File: config.mk
export PLATFORM = sky130hd
export DESIGN_NAME = sec_stream_miter
export DESIGN_NICKNAME = d
export VERILOG_FILES = /design/src/rtl/sec_stream_miter.sv
export SDC_FILE = /design/constraint.sdc
export NUM_CORES = 1
export LEC_CHECK = 0
export CAP_MARGIN = 10
export CORE_AREA = 5 5 283 285
export CTS_BUF_LIST = sky130_fd_sc_hd__clkbuf_4 sky130_fd_sc_hd__clkbuf_8
export CTS_CLUSTER_SIZE = 14
export DETAILED_ROUTE_END_ITERATION = 6
export DIE_AREA = 0 0 288 290
export DONT_BUFFER_PORTS = 1
export GPL_TIMING_DRIVEN = 0
export HOLD_SLACK_MARGIN = 0.05
export PLACE_DENSITY_LB_ADDON = 0.25
export SLEW_MARGIN = 20
export SYNTH_ARGS = -nofsm -noshare
export SYNTH_HDL_FRONTEND = slang
export SYNTH_SLANG_ARGS = --single-unit
File: constraint.sdc
create_clock -name clk -period 8.4 [get_ports clk]
set_input_delay 1.68 -clock clk [delete_from_list [all_inputs] [get_ports clk]]
set_output_delay 1.68 -clock clk [all_outputs]
set_load 0.01 [all_outputs]
File: src/rtl/sec_stream_miter.sv
// -----------------------------------------------------------------------------
// sec_stream_miter
//   Sequential-equivalence miter for two output streams (A = ILA model,
//   B = spec RTL) driven by the same stimulus. Beats from the side that fires
//   first are held in a circular skew buffer. Each held beat is checked in
//   order against the matching beat from the other side. Mismatch, buffer
//   overflow and skew timeout all set a sticky error. After an error the
//   block freezes until reset.
//
// Ports
//   clk, rst              clock, synchronous active-high reset
//   a_valid/a_ready/a_data   model A stream (fires on a_valid & a_ready)
//   b_valid/b_ready/b_data   model B stream (fires on b_valid & b_ready)
//   cmp_mask              1 = bit takes part in the compare
//   equiv                 1 while no error has been recorded
//   err, err_code         sticky error flag; code 0 none, 1 mismatch,
//                         2 overflow, 3 timeout
//   err_a_data/err_b_data the two beats of the first mismatch
//   beat_cnt              number of compared pairs, saturating
//   pend_cnt              number of beats held in the skew buffer
// -----------------------------------------------------------------------------
module sec_stream_miter #(
    parameter int DATA_W   = 64,
    parameter int DEPTH    = 8,
    parameter int MAX_SKEW = 16,
    parameter int CNT_W    = 32
) (
    input  logic                       clk,
    input  logic                       rst,
    input  logic                       a_valid,
    input  logic                       a_ready,
    input  logic [DATA_W-1:0]          a_data,
    input  logic                       b_valid,
    input  logic                       b_ready,
    input  logic [DATA_W-1:0]          b_data,
    input  logic [DATA_W-1:0]          cmp_mask,
    output logic                       equiv,
    output logic                       err,
    output logic [1:0]                 err_code,
    output logic [DATA_W-1:0]          err_a_data,
    output logic [DATA_W-1:0]          err_b_data,
    output logic [CNT_W-1:0]           beat_cnt,
    output logic [$clog2(DEPTH+1)-1:0] pend_cnt
);

    localparam int AW = $clog2(DEPTH);
    localparam int PW = $clog2(DEPTH+1);
    localparam int TW = (MAX_SKEW > 0) ? $clog2(MAX_SKEW+1) : 1;

    localparam logic [PW-1:0] FULL     = PW'(DEPTH);
    localparam logic [PW-1:0] ONE      = PW'(1);
    localparam logic [TW-1:0] SKEW_LIM = TW'(MAX_SKEW);

    typedef enum logic [1:0] {
        BAL    = 2'd0,
        A_LEAD = 2'd1,
        B_LEAD = 2'd2,
        ERR    = 2'd3
    } state_e;

    localparam logic [1:0] CODE_NONE = 2'd0;
    localparam logic [1:0] CODE_MISM = 2'd1;
    localparam logic [1:0] CODE_OVF  = 2'd2;
    localparam logic [1:0] CODE_TMO  = 2'd3;

    state_e              state_q, state_d;
    logic [AW-1:0]       wr_ptr_q, wr_ptr_d;
    logic [AW-1:0]       rd_ptr_q, rd_ptr_d;
    logic [PW-1:0]       pend_cnt_q, pend_cnt_d;
    logic [TW-1:0]       timer_q, timer_d;
    logic                err_q, err_d;
    logic [1:0]          err_code_q, err_code_d;
    logic [DATA_W-1:0]   err_a_data_q, err_a_data_d;
    logic [DATA_W-1:0]   err_b_data_q, err_b_data_d;
    logic [CNT_W-1:0]    beat_cnt_q, beat_cnt_d;

    logic [DATA_W-1:0]   mem_q [DEPTH];

    logic                fa, fb;
    logic                push, pop, do_cmp, mism, ovf, tmo;
    logic [DATA_W-1:0]   push_data, cmp_x, cmp_y, head;

    assign fa   = a_valid & a_ready;
    assign fb   = b_valid & b_ready;
    assign head = mem_q[rd_ptr_q];

    always_comb begin
        state_d      = state_q;
        wr_ptr_d     = wr_ptr_q;
        rd_ptr_d     = rd_ptr_q;
        pend_cnt_d   = pend_cnt_q;
        timer_d      = timer_q;
        err_d        = err_q;
        err_code_d   = err_code_q;
        err_a_data_d = err_a_data_q;
        err_b_data_d = err_b_data_q;
        beat_cnt_d   = beat_cnt_q;
        push         = 1'b0;
        pop          = 1'b0;
        do_cmp       = 1'b0;
        ovf          = 1'b0;
        tmo          = 1'b0;
        push_data    = a_data;
        cmp_x        = a_data;
        cmp_y        = b_data;

        case (state_q)
            BAL: begin
                timer_d = '0;
                if (fa && fb) begin
                    do_cmp = 1'b1;
                end else if (fa) begin
                    push    = 1'b1;
                    state_d = A_LEAD;
                end else if (fb) begin
                    push      = 1'b1;
                    push_data = b_data;
                    state_d   = B_LEAD;
                end
            end
            A_LEAD: begin
                // Buffer holds A beats; the head is the A side of the compare.
                cmp_x  = head;
                pop    = fb;
                do_cmp = fb;
                push   = fa;
                if (fa && !fb && pend_cnt_q == FULL) begin
                    ovf  = 1'b1;
                    push = 1'b0;
                end
                if (fb && !fa && pend_cnt_q == ONE) state_d = BAL;
            end
            B_LEAD: begin
                // Buffer holds B beats; the head is the B side of the compare.
                cmp_y     = head;
                push_data = b_data;
                pop       = fa;
                do_cmp    = fa;
                push      = fb;
                if (fb && !fa && pend_cnt_q == FULL) begin
                    ovf  = 1'b1;
                    push = 1'b0;
                end
                if (fa && !fb && pend_cnt_q == ONE) state_d = BAL;
            end
            default: ;  // ERR: frozen until reset
        endcase

        // The skew timer measures how long the current head has waited.
        // A pop hands the wait over to a newer beat, so the timer restarts.
        if (state_q == A_LEAD || state_q == B_LEAD) begin
            if (pop) begin
                timer_d = '0;
            end else if (MAX_SKEW > 0) begin
                timer_d = timer_q + TW'(1);
                tmo     = (timer_d == SKEW_LIM);
            end
        end

        mism = do_cmp && (((cmp_x ^ cmp_y) & cmp_mask) != '0);

        if (push) wr_ptr_d = wr_ptr_q + AW'(1);
        if (pop)  rd_ptr_d = rd_ptr_q + AW'(1);
        pend_cnt_d = pend_cnt_q + PW'(push) - PW'(pop);

        if (do_cmp && beat_cnt_q != '1) beat_cnt_d = beat_cnt_q + CNT_W'(1);

        if (mism || ovf || tmo) begin
            state_d = ERR;
            err_d   = 1'b1;
            if (mism) begin
                err_code_d   = CODE_MISM;
                err_a_data_d = cmp_x;
                err_b_data_d = cmp_y;
            end else if (ovf) begin
                err_code_d = CODE_OVF;
            end else begin
                err_code_d = CODE_TMO;
            end
        end
    end

    always_ff @(posedge clk) begin
        if (rst) begin
            state_q      <= BAL;
            wr_ptr_q     <= '0;
            rd_ptr_q     <= '0;
            pend_cnt_q   <= '0;
            timer_q      <= '0;
            err_q        <= 1'b0;
            err_code_q   <= CODE_NONE;
            err_a_data_q <= '0;
            err_b_data_q <= '0;
            beat_cnt_q   <= '0;
        end else begin
            state_q      <= state_d;
            wr_ptr_q     <= wr_ptr_d;
            rd_ptr_q     <= rd_ptr_d;
            pend_cnt_q   <= pend_cnt_d;
            timer_q      <= timer_d;
            err_q        <= err_d;
            err_code_q   <= err_code_d;
            err_a_data_q <= err_a_data_d;
            err_b_data_q <= err_b_data_d;
            beat_cnt_q   <= beat_cnt_d;
        end
    end

    // Buffer storage needs no reset: the pointers and pend_cnt decide what is live.
    always_ff @(posedge clk) begin
        if (push && !rst) mem_q[wr_ptr_q] <= push_data;
    end

    assign equiv      = ~err_q;
    assign err        = err_q;
    assign err_code   = err_code_q;
    assign err_a_data = err_a_data_q;
    assign err_b_data = err_b_data_q;
    assign beat_cnt   = beat_cnt_q;
    assign pend_cnt   = pend_cnt_q;

endmodule

==> Yosys cells after proc, flatten, opt, wreduce, memory -nomap -nowiden <==
Memories as Yosys holds them, arrays and structs flattened. A register that Yosys moved wholly into a read port is not among the register bits.
Index checks and enable logic that the tools add are counted.
{ "word_totals": {"out_inout_bits": 168, "wordCells": 90, "memories": 1, "ramBits": 512, "in_bits": 198, "ff_bits": 180} }
{ "classes": {"n_addsub": 6, "reduce_logical": 22, "bitwise_logic": 5, "n_mux": 36, "n_eq_ne": 10} }
{ "mem_list": {"columns": ["memory", "words", "word_bits", "rd", "rd_clocked_by_memory_dff", "wr", "line", "source"], "rows": [
  ["mem_q", 8, 64, 1, 1, 1, "77", "logic [DATA_W-1:0] mem_q [DEPTH];"]
]} }
{ "op_table": {"columns": ["cell", "n"], "rows": [
  ["$mux 64", 5],
  ["$pmux 64 s2", 1],
  ["$and 64x64->64", 1],
  ["$reduce_bool 64->1", 1],
  ["$xor 64x64->64", 1],
  ["$add 32x1->32 const B", 1],
  ["$ne 32x32->1 const B", 1],
  ["$mux 5", 3],
  ["$mux 2", 7],
  ["$mux 1", 13],
  ["$logic_and 1x1->1", 10],
  ["$add 3x1->3 const B", 2],
  ["$mux 3", 2],
  ["$ne 3x2->1 const B", 2],
  ["$pmux 1 s3", 2],
  ["$pmux 2 s3", 1],
  ["$add 5x1->5 const B", 1],
  ["$eq 5x5->1 const B", 1],
  ["$reduce_and 5->1", 1],
  ["$add 4x1->4", 1],
  ["$eq 4x1->1 const B", 1],
  ["$eq 4x4->1 const B", 1],
  ["$ne 4x4->1 const B", 1],
  ["$pmux 1 s2", 2],
  ["12 further kinds", 17]
]} }

==> Depth between registers and ports, before layout <==
{ "logic_depth": {"depth_word": 10, "depth_mapped": 17, "depth_no_buf": 13} }

==> Least setup slack after synthesis <==
OpenSTA, ideal clock, no wires.
{ "synth_path": {"kind": "input-to-reg", "from": "in a_valid", "to": "mem mem_q[0][0] (enable)", "path_slack_ps": 621, "cell_stages": 8, "arrival_ps": 7214, "path_cell_list": "nand2_1 inv_1 ha_1 nand2_1 a32oi_1 a21o_1 or3_1 nor3_1"} }
{ "synth_between": {"elab_chain_cells": 9, "word_cells_on_any_way": 15, "cone_classes": "7 x mux; 1 x bitwise; 7 x reduce/logical"} }
{ "synth_lines": {"columns": ["item", "line", "source"], "rows": [
  ["start: declaration", "30", "input logic a_valid,"],
  ["$and 1x1->1 *", "83", "assign fa = a_valid & a_ready;"],
  ["$logic_not 1->1", "140", "if (fb && !fa && pend_cnt_q == FULL) begin"],
  ["$logic_and 1x1->1 (2 in series)", "140", null],
  ["$mux 1", "140", null],
  ["$pmux 1 s3 *", "107", "case (state_q)"],
  ["$logic_and 1x1->1 *", "211", "if (push && !rst) mem_q[wr_ptr_q] <= push_data;"],
  ["$mux 1 *", "211", null],
  ["$mux 1 (not written as such) *", "211", null],
  ["end: declaration", "77", null]
]} }
Mark *: on every way between the ends. The rest lies on a longest branch, timed or not.

==> Worst setup path after layout <==
{ "layout_path": {"from": "reg state_q[0]", "to": "mem mem_q[0][7] (enable)"} }
{ "layout_between": {"elab_chain_cells": 5, "word_cells_on_any_way": 7, "cone_classes": "2 x eq/ne; 3 x mux; 2 x reduce/logical"} }
{ "layout_lines": {"columns": ["item", "line", "source"], "rows": [
  ["start: declaration", "66", "state_e state_q, state_d;"],
  ["start signal: assignment", "196", "state_q <= state_d;"],
  ["$eq 2x2->1, or another cell as far along", "107", null],
  ["$pmux 1 s3 *", "107", null],
  ["$logic_and 1x1->1 *", "211", null],
  ["$mux 1 *", "211", null],
  ["$mux 1 (not written as such) *", "211", null]
]} }
Marks and branches as above.

==> out/metrics.cfg <==
[power]
ir_drop_worst_vdd_v = 0.000172
power-per-cell-area_nw_per_um2 = 290
power_leakage_uw = 0.0136

[critical_path]
setup.worst_path.end = mem_q[0][7]
cp_launch_point = state_q[0]
crit_arrival_ns = 7.84
timing_worst_setup_path_type = register to register
timing.critical_path.from_type = register
rr_endpoint = mem_q[0][7]
reg2reg_setup_slack_ns = 1.00
critPathRequiredTime_ns = 8.84
timing.critical_path.fanout_max = 10
worst-r2r-cell-count = 16
setup.worst_path.end_class = register
worstReg2RegStart = state_q[0]

[synth]
synth_sequential_area_ratio_pct = 55.4
synth-main-ff-cell = sky130_fd_sc_hd__edfxtp_1
syn_area_per_cell_sq_um = 12.4
number_of_synthesized_register_bits = 695
count_of_unique_library_cells_instantiated_by_yosys = 77
synth_cells = 2767
synthArstFlopShare_pct = 0
synth_fp_nets = 2985
synth_enable_flop_cells = 512
synth_warnings = 0
synth_cell_area_sq_um = 34300

[global_route]
antenna_violations_before_repair = 14
grt.total_usage_pct = 36.2
number_of_global_route_vias_before_repair = 25700
grt_start_max_net_pins = 21
gr-total-overflow = 0
grt_first_pass_wirelength_um = 210000

[clock_network]
resized_after_cts = 0
worst_skew_pair.late_latency_ns = 0.79
count_of_hold_buffers_inserted_by_post_cts_repair = 0
clk_root_buffer_cell = sky130_fd_sc_hd__clkbuf_8
cts_buffers = 112
clock_pin_transition_on_the_worst_setup_and_hold_timing_paths_ns = 0.06
h-tree-depth = 3
cts.sink_count = 695
clock_tree.buffer_depth = 3
cts_tree = yes
post-cts-setup-buffer-count = 0

[timing]
rsz0062_at_grt = false
setup_total_negative_slack_ns = 0
setup-violations-final = 0
hold_viol_final = 0
layout_worst_path_cycle_share_pct = 88.1
clock.fmax_ghz = 0.135
report.final.slew_viol_count = 0
relSlewSlack_pct = 12.8
worst_slack_ns = 1.00
worst-slew-pin-transition_ns = 1.31
worst_clock_skew_ns = 0.0595
post-route-min-period_ns = 7.40

[placed_design]
dpl.hpwl_um = 120000
dpl.cell_count = 3850
gpl.final_weighted_congestion = 1.04
placement.setup.worst_slack_ns = 1.32
dpl-instance-area_sq_um = 36400
port_buffers = 0

[routing]
drtAntennaViolNets = 0
detail_route.wirelength_um = 156000
post_drt_wl_per_cell_um = 38.4
detailedRoute.firstPassIterationCount = 6
dr.first_iter.drc_count = 3786
route.detailed.drc = 0
vias = 26800
vias_per_cell = 6.58

[floorplanning]
die_area_sq_um = 83500
num_io_pins = 366
die_height_um = 290
core.rowCount = 102
floorplan.initialDensity_pct = 44.5
core_sq_um = 77100
die_width_um = 288

[layout]
design_area_sq_um = 38800
layout-area-overhead-vs-synth_pct = 13.0
final_layout_size_suffix_gt1_share_pct = 14.9
utilization_pct = 50.3
finish.net_count = 3142
final_cell_count_no_fill = 4074
layout.filler_cells = 6851

[worst_hold_path]
hold_path_class = register to register

[run_status]
outcome = completed

[run]
cap_violations = 0

[area by class of cell]
cell class              instances  area, sq um  area share, %
diodes                         13         32.5         0.0838
plain buffers                 172          843           2.17
clock buffers                 167         2020           5.21
clock inverters                44          350          0.903
inverters                      70          263          0.677
multi-input cells            1830        14300           36.8
flip-flops and latches        695        19000           49.1
well taps                    1040         1300           3.35
repair buffers                 43          688           1.77
[critical path, cell delays in order, from the launching register on]
cell and delay (ns):
sky130_fd_sc_hd__dfxtp_1 0.35, sky130_fd_sc_hd__inv_1 0.09, sky130_fd_sc_hd__ha_1 0.14, sky130_fd_sc_hd__clkbuf_1 0.70
sky130_fd_sc_hd__clkbuf_1 0.93, sky130_fd_sc_hd__buf_1 0.87, sky130_fd_sc_hd__clkbuf_1 0.68, sky130_fd_sc_hd__clkbuf_1 0.45
sky130_fd_sc_hd__nand3_1 0.13, sky130_fd_sc_hd__a21o_1 0.32, sky130_fd_sc_hd__or3_1 0.50, sky130_fd_sc_hd__nor3_2 0.63
sky130_fd_sc_hd__buf_4 0.32, sky130_fd_sc_hd__buf_4 0.23, sky130_fd_sc_hd__buf_4 0.23, sky130_fd_sc_hd__buf_4 0.21
sky130_fd_sc_hd__buf_4 0.21
[routing by layer]
metal  global-route usage, %  share of wire, %  vias up  routed length (um)
li1                        -                 -    10900                   -
met1                    45.9                37    13500               58200
met2                    54.1                43     1941               67500
met3                    14.0                13      411               20900
met4                    18.5               6.2        6                9690
met5                       0             0.047        -                  74
[state kept, by name (all words and copies together), names as in the netlist, named ones only]
register	flops
err_b_data	64
beat_cnt	32
rd_ptr_q	3
wr_ptr_q	3
err	1
timer_q	5
err_a_data	64
pend_cnt	4
mem_q	512
err_code	2
state_q	2
[Yosys cell counts, drive strengths merged, types with 14 or more instances]
cell | n | area, sq um
nor3b | 23 | 173
inv | 70 | 263
o41ai | 17 | 156
nand2b | 80 | 500
a22o | 90 | 788
clkbuf | 100 | 375
dfxtp | 183 | 3660
nand4 | 26 | 163
o21ai | 53 | 265
buf | 72 | 460
o22ai | 18 | 113
nand3 | 35 | 175
mux4 | 73 | 1640
nor3 | 83 | 415
mux2i | 203 | 2030
o221ai | 20 | 175
nor2 | 228 | 856
nor2b | 124 | 776
nor4 | 14 | 87.6
or3 | 20 | 125
a21oi | 109 | 557
and3 | 21 | 131
nand2 | 63 | 236
ha | 19 | 238
xnor2 | 25 | 219
o31ai | 24 | 180
a22oi | 45 | 348
a211o | 43 | 377
edfxtp | 512 | 15400
mux2 | 109 | 1230
xor2 | 86 | 753
or4 | 20 | 150
[per-stage QoR]
stage	total power, uW	hold slack, ns
global placement	7970	0.493
global route	11500	0.539
CTS	11100	0.531
floorplan	6380	0.463
finish	11300	0.530
detailed placement	8050	0.519
[cell usage in the layout, fill, tap and decap left out, types with 63 or more instances in the layout]
master,instances
sky130_fd_sc_hd__a21oi_1,105
sky130_fd_sc_hd__a22o_1,90
sky130_fd_sc_hd__clkbuf_1,97
sky130_fd_sc_hd__clkbuf_8,123
sky130_fd_sc_hd__dfxtp_1,183
sky130_fd_sc_hd__edfxtp_1,512
sky130_fd_sc_hd__inv_1,70
sky130_fd_sc_hd__mux2i_1,203
sky130_fd_sc_hd__mux4_2,73
sky130_fd_sc_hd__nand2_1,63
sky130_fd_sc_hd__nand2b_1,80
sky130_fd_sc_hd__nor2_1,222
sky130_fd_sc_hd__nor2b_1,124
sky130_fd_sc_hd__nor3_1,81
sky130_fd_sc_hd__xor2_1,86
[cell families after synthesis]
| kind of cell | count (synthesis) | share of synthesized area (%) |
|---|---|---|
| multiplexers | 385 | 14.3 |
| AO/OA/AOI/OAI | 524 | 11.2 |
| AND/OR/NAND/NOR | 790 | 12.3 |
| buffers and inverters | 242 | 3.20 |
| XOR/XNOR | 111 | 2.83 |
| flip-flops | 695 | 55.4 |
| adder cells (fa/ha/maj) | 20 | 0.751 |
[worst min-delay path by stage]
stage | from | end | depth (start not counted)
2_1_floorplan | timer_q[4] | timer_q[4] | 2
3_3_place_gp | timer_q[4] | timer_q[4] | 2
3_5_place_dp | err_a_data[57] | err_a_data[57] | 2
4_1_cts | err_b_data[9] | err_b_data[9] | 2
5_1_grt | err_a_data[57] | err_a_data[57] | 2
6_report | err_b_data[9] | err_b_data[9] | 2
[report_power, final]
part	internal [uW]	total (uW)	switching, uW	leakage (uW)
clock	1680	3090	1410	0.00126
sequential	4210	4410	201	0.00610
combinational	1020	3760	2740	0.00619
Note: power is estimated with default switching activity, not from simulation.
